===== src/rtl/dac_dsm2_top.sv =====
// dac_dsm2_top
// Second-order, single-loop, 1-bit delta-sigma modulator (MOD2) for an audio
// DAC. Its noise transfer function is (1-z^-1)^2 and its signal transfer
// function has unity gain. The block consumes one PCM sample on every rising
// clk edge, and the top level drives clk from the 96 kHz sample strobe.
//
// Ports
//   clk    : sample clock; all state updates happen on its rising edge
//   n_rst  : asynchronous, active-low reset; clears both integrators and dout
//   din    : signed two's-complement PCM sample (DIN_W bits), read every edge
//   dout   : registered bitstream; 1 = +full-scale, 0 = -full-scale
//
// Both integrators saturate instead of wrapping. An overloaded loop (for
// example din = -F held) therefore parks at the rails and recovers cleanly
// once din returns to a stable range.

module dac_dsm2_top #(
    parameter int DIN_W = 24,
    parameter int ACC_W = 28
) (
    input  logic                    clk,
    input  logic                    n_rst,
    input  logic signed [DIN_W-1:0] din,
    output logic                    dout
);

    // Two guard bits hold the worst-case unsaturated sum
    // (|acc2| + |a1n| + F < 2^(ACC_W+1)).
    localparam int EXT_W = ACC_W + 2;

    localparam logic signed [EXT_W-1:0] FS =
        {{(EXT_W-DIN_W){1'b0}}, 1'b1, {(DIN_W-1){1'b0}}};
    localparam logic signed [EXT_W-1:0] SAT_MAX =
        {{(EXT_W-ACC_W+1){1'b0}}, {(ACC_W-1){1'b1}}};
    localparam logic signed [EXT_W-1:0] SAT_MIN =
        {{(EXT_W-ACC_W+1){1'b1}}, {(ACC_W-1){1'b0}}};

    if (ACC_W < DIN_W + 3) begin : g_acc_w_check
        $error("dac_dsm2_top: ACC_W must be at least DIN_W+3");
    end

    logic signed [ACC_W-1:0] acc1;
    logic signed [ACC_W-1:0] acc2;
    logic signed [ACC_W-1:0] a1_sat;
    logic signed [ACC_W-1:0] a2_sat;
    logic signed [EXT_W-1:0] din_ext;
    logic signed [EXT_W-1:0] fb;
    logic signed [EXT_W-1:0] a1_raw;
    logic signed [EXT_W-1:0] a2_raw;

    function automatic logic signed [ACC_W-1:0] sat(input logic signed [EXT_W-1:0] v);
        logic signed [EXT_W-1:0] r;
        if (v > SAT_MAX)
            r = SAT_MAX;
        else if (v < SAT_MIN)
            r = SAT_MIN;
        else
            r = v;
        return r[ACC_W-1:0];
    endfunction

    always_comb begin
        din_ext = {{(EXT_W-DIN_W){din[DIN_W-1]}}, din};
        fb      = dout ? FS : -FS;
        a1_raw  = {{(EXT_W-ACC_W){acc1[ACC_W-1]}}, acc1} + din_ext - fb;
        a1_sat  = sat(a1_raw);
        // The second stage integrates the already-saturated first-stage value.
        a2_raw  = {{(EXT_W-ACC_W){acc2[ACC_W-1]}}, acc2}
                + {{(EXT_W-ACC_W){a1_sat[ACC_W-1]}}, a1_sat} - fb;
        a2_sat  = sat(a2_raw);
    end

    always_ff @(posedge clk or negedge n_rst) begin
        if (!n_rst) begin
            acc1 <= '0;
            acc2 <= '0;
            dout <= 1'b0;
        end else begin
            acc1 <= a1_sat;
            acc2 <= a2_sat;
            dout <= ~a2_sat[ACC_W-1];
        end
    end

endmodule


===== config.mk =====
export PLATFORM = sky130hd
export DESIGN_NAME = dac_dsm2_top
export DESIGN_NICKNAME = d
export VERILOG_FILES = /design/src/rtl/dac_dsm2_top.sv
export SDC_FILE = /design/constraint.sdc
export NUM_CORES = 1
export LEC_CHECK = 0
export ABC_CLOCK_PERIOD_IN_PS = 8700
export CAP_MARGIN = 20
export CELL_PAD_IN_SITES_DETAIL_PLACEMENT = 0
export CELL_PAD_IN_SITES_GLOBAL_PLACEMENT = 1
export CORE_MARGIN = 2
export CORE_UTILIZATION = 40
export CTS_CLUSTER_SIZE = 24
export DETAILED_ROUTE_END_ITERATION = 10
export PLACE_DENSITY_LB_ADDON = 0.1
export SLEW_MARGIN = 10
export SYNTH_ARGS = -nofsm -noshare
export SYNTH_HDL_FRONTEND = slang
export SYNTH_SLANG_ARGS = --single-unit

===== constraint.sdc =====
create_clock -name clk -period 8.7 [get_ports clk]
set_input_delay 1.74 -clock clk [delete_from_list [all_inputs] [get_ports clk]]
set_output_delay 1.74 -clock clk [all_outputs]
set_load 0.02 [all_outputs]

==> results by stage <==
Layout:
- Compared with the post-synthesis result, the final layout area differs by 67.97%.
- Fill cells in the final layout number 993.
- The net total in the final layout is 918.
- The count of cells in the finished layout, fillers not included, comes to 996.
- The post-route core utilization is 0.6811.
- The fraction of layout instances using a drive strength above 1 is 0.4636.
- The repair_antennas step left the layout with diodes totalling 0.

Worst setup path:
- The count of cells along the worst register-to-register path is 38.
- The startpoint identified for the worst register-to-register timing path is acc1[11].
- The start-to-end type of the worst setup path is in2reg.
- In this run the critical register-to-register path is captured at acc2[10].
- The most critical setup path has its endpoint at acc2[10].
- The worst setup path startpoint is din[7].
- The data arrival time of the worst path is 9.37 ns.
- The endpoint kind of the worst setup timing path is a flip-flop.
- Along the worst path, the maximum fanout reaches 8.
- The slowest stage of the critical path belongs to the cell o41a_1.
- The worst-case register-to-register setup slack is 0.63 ns.
- The kind of launch point of the worst setup path is an input port.
- On the worst path, the slowest cell contributes a delay of 0.42 ns.
- STA puts the critical path data required time at 8.95 ns.

Clock network:
- The number of buffers between clock root and the deepest sink is 2.
- The CTS tree is built.
- At the later pin of the worst-skew pair, clock insertion delay measures 0.34 ns.
- Clock tree synthesis found a total of 57 sinks.
- The H-tree was split into 3 levels.
- The hold buffer count at cts is 0.
- The root buffer cell is clkbuf_16.
- The number of clock buffers added by TritonCTS is 9.
- The clock-pin slew of the registers on the worst-case setup and hold paths is 0.06 ns.

Logic synthesis:
- After synthesis the netlist holds a flip-flop and latch count of 57.
- The synthesized netlist occupies a cell area of 0.005055 mm^2.
- By area the synthesized netlist is led by dfrtp_1 (28%), ha_1 (17%), a21o_1 (5.0%), xnor2_1 (4.9%), a21oi_1 (4.7%).
- The synthesized net count is 660.
- In the synthesized netlist the async set-or-reset flop fraction comes to 1.000.
- The area fraction of the dominant cell type after synthesis is 0.2822.
- The number of enable-type register cells in the synthesized netlist is 0.
- Synthesis handed over a netlist of 562 instances.
- The biggest area contributor in the post-synthesis netlist is dfrtp_1.
- The number of different library cells used by synthesis comes to 65.
- For this run, the leading register cell type out of synthesis is dfrtp_1.
- In this run the mean area of a mapped cell was 8.994 um^2.
- Yosys printed 0 warnings.
- The share of the Yosys chip area taken by registers is 0.2822.

Placed design:
- At the end of routability-driven placement, the weighted congestion stood at 0.8507.
- In this run, placement finished with an instance count of 927.
- The number of I/O port buffers is 26.
- The detailed placer's ending HPWL is 11260 um.
- OpenSTA, run right after detailed placement, puts the worst setup slack at -1.426 ns.

Min path:
- The type of the worst min-delay path is reg2reg.

Route:
- The number of remaining DRC errors is 0.
- In the final routed layout, each cell accounts on average for 16.40 um.
- The per-cell via count in the routed design is 5.235.
- The first detailed-routing pass ran for 4 iterations.
- In this run the remaining antenna-violating nets after routing total 0.
- The total number of vias is 5214.
- The number of violations reported at the end of detailed-routing iteration 0 is 218.
- Wires add up to 16340 um.

Die:
- The die height is 116.4 um.
- The core area is 0.01247 mm^2.
- 27 I/O pins were placed.
- In this run the horizontal extent of the chip is 116.4 um.
- The initial utilization of the core area, before any placement, comes to 0.4055.
- The full die area is 0.01355 mm^2.
- The row count is 41.

Status:
- The run finished, with violations left.
- The checks that failed: negative setup slack.

Job:
- Across the run, the number of max-cap violations was 0.

GRT:
- In the global route stage, overall resource usage came out at 0.2486.
- Entering global routing, the biggest net connects 58 pins.
- The residual overflow from global routing is 0.
- The number of global-route vias before repair is 5394.
- The initial antenna violation count came to 0.
- The first-pass GRT wire length is 26290 um.

Timing:
- The headroom to the max-slew limit is 0.4621.
- The setup TNS is -11.05 ns.
- The smallest clock period supported by the final layout is computed as 9.126 ns.
- The fraction of the cycle the final worst path needs is 1.049.
- Once routing completed, OpenROAD measured the worst setup slack at -0.4263 ns.
- The number of max-slew violations in the final report is 0.
- The clock arrives with 0.007930 ns of skew.
- The count of final hold-check violations is 0.
- Setup violations remaining at the end of the flow were counted as 27.
- Setup repair after global routing could not meet its margin everywhere.
- For the pin with the worst max-slew slack, the measured transition is 0.8068 ns.
- The maximum achievable frequency is 109.6 MHz.
## critical path: cells and delay by family
family / cells / cell delay, ns
compound gates: 19 / 4.23
fa+ha+maj: 5 / 1.39
simple gates: 7 / 0.89
buf+inv: 5 / 0.81
xor+xnor: 2 / 0.26
## repair_timing
| action | 4_1_cts | 5_1_grt |
|---|---|---|
| pin swaps | 86 | 73 |
| endpoints found under the setup margin | 29 | 29 |
| buffers inserted | 33 | 18 |
| cloned | 4 | 1 |
| gates resized for setup | 139 | 57 |
| hold endpoints to repair | 0 | 0 |
## routing by layer
metal | part of all wire | global-route usage
met3 | 0.022 | 0.03062
met1 | 0.46 | 0.3164
met5 | 0 | 0
met4 | 0.014 | 0.08730
met2 | 0.51 | 0.4349
## kinds of logic after synthesis
group                    synth area share
flip-flops                         0.2822
buffers and inverters             0.03094
XOR/XNOR                          0.08663
AND/OR/NAND/NOR                    0.1309
AO/OA/AOI/OAI                      0.2809
adder cells (fa/ha/maj)            0.1842
multiplexers                     0.004208
## cells in the final DEF (no fill, tap or decap), types with 4 or more instances in the layout
cell type        synthesis  final
buf_4                    4    208
dfrtp_1                 57     57
ha_1                    68     49
a21o_1                  34     34
a21oi_1                 47     30
nor2_1                  29     28
xnor2_1                 28     25
nand2_1                 28     23
xor2_1                  22     22
o21ai_1                 18     20
inv_1                   22     19
a21oi_2                  0     17
o22ai_2                  0     17
ha_4                     0     17
buf_6                    0     16
o21ai_0                 30     14
nand3_1                 13     11
nand2b_1                11     11
o21ai_2                  1     10
clkbuf_16                0     10
clkdlybuf4s50_1          0      9
nor3_1                  12      8
o21bai_1                 7      7
a31oi_1                  8      7
dlygate4sd2_1            0      7
o21a_1                   6      6
nor2b_1                  8      6
buf_8                    0      6
buf_12                   0      6
o21ai_4                  0      5
buf_2                    8      5
and3_1                   6      4
and4_1                   4      4
a221oi_2                 1      4
nand2_2                  0      4
o22ai_4                  0      4
## state kept, by name (all words and copies together) (netlist names)
| register | cells |
|---|---|
| acc1 | 28 |
| acc2 | 28 |
| dout | 1 |
## synthesized netlist by cell type (6+ instances only)
cell / count
nand2b_1: 11
o21ai_1: 18
and3_1: 6
a31oi_1: 8
ha_1: 68
xnor2_1: 28
xor2_1: 22
nand2_1: 28
or3_1: 6
a21oi_1: 47
o21a_1: 6
o22ai_1: 24
a21o_1: 34
o21bai_1: 7
buf_2: 8
nor2b_1: 8
dfrtp_1: 57
nor2_1: 29
nor3_1: 12
o21ai_0: 30
nand3_1: 13
inv_1: 22
## through the flow
step | cell area, um^2 | hold slack (ns)
finish | 8491 | 0.7537
global route | 8491 | 0.7972
CTS | 8056 | 0.7423
detailed placement | 7017 | 0.7236
global placement | 7017 | 0.7234
floorplan | 5254 | 0.6658
## layout make-up
| type | count | area [um^2] | area share |
|---|---|---|---|
| multi-input combinational | 470 | 4294 | 0.5057 |
| timing repair buffer | 260 | 2176 | 0.2563 |
| sequential | 57 | 1426 | 0.1680 |
| clock buffer | 12 | 256.5 | 0.03021 |
| tap | 172 | 215.2 | 0.02535 |
| inverter | 22 | 82.58 | 0.009726 |
| clock inverter | 3 | 40.04 | 0.004716 |
## worst min path at each step
stage               startpoint      end  slack, ns  cells after the start
floorplan              acc1[0]  acc1[0]       0.67                      3
global placement       acc2[1]  acc2[1]       0.72                      3
detailed placement     acc2[1]  acc2[1]       0.72                      3
CTS                    acc2[0]  acc2[0]       0.74                      3
global route           acc2[0]  acc2[0]       0.80                      3
finish                 acc2[1]  acc2[1]       0.75                      3
Power is not shown: default switching activity piles up to over one toggle a cycle in this logic, so the estimate is an artifact.
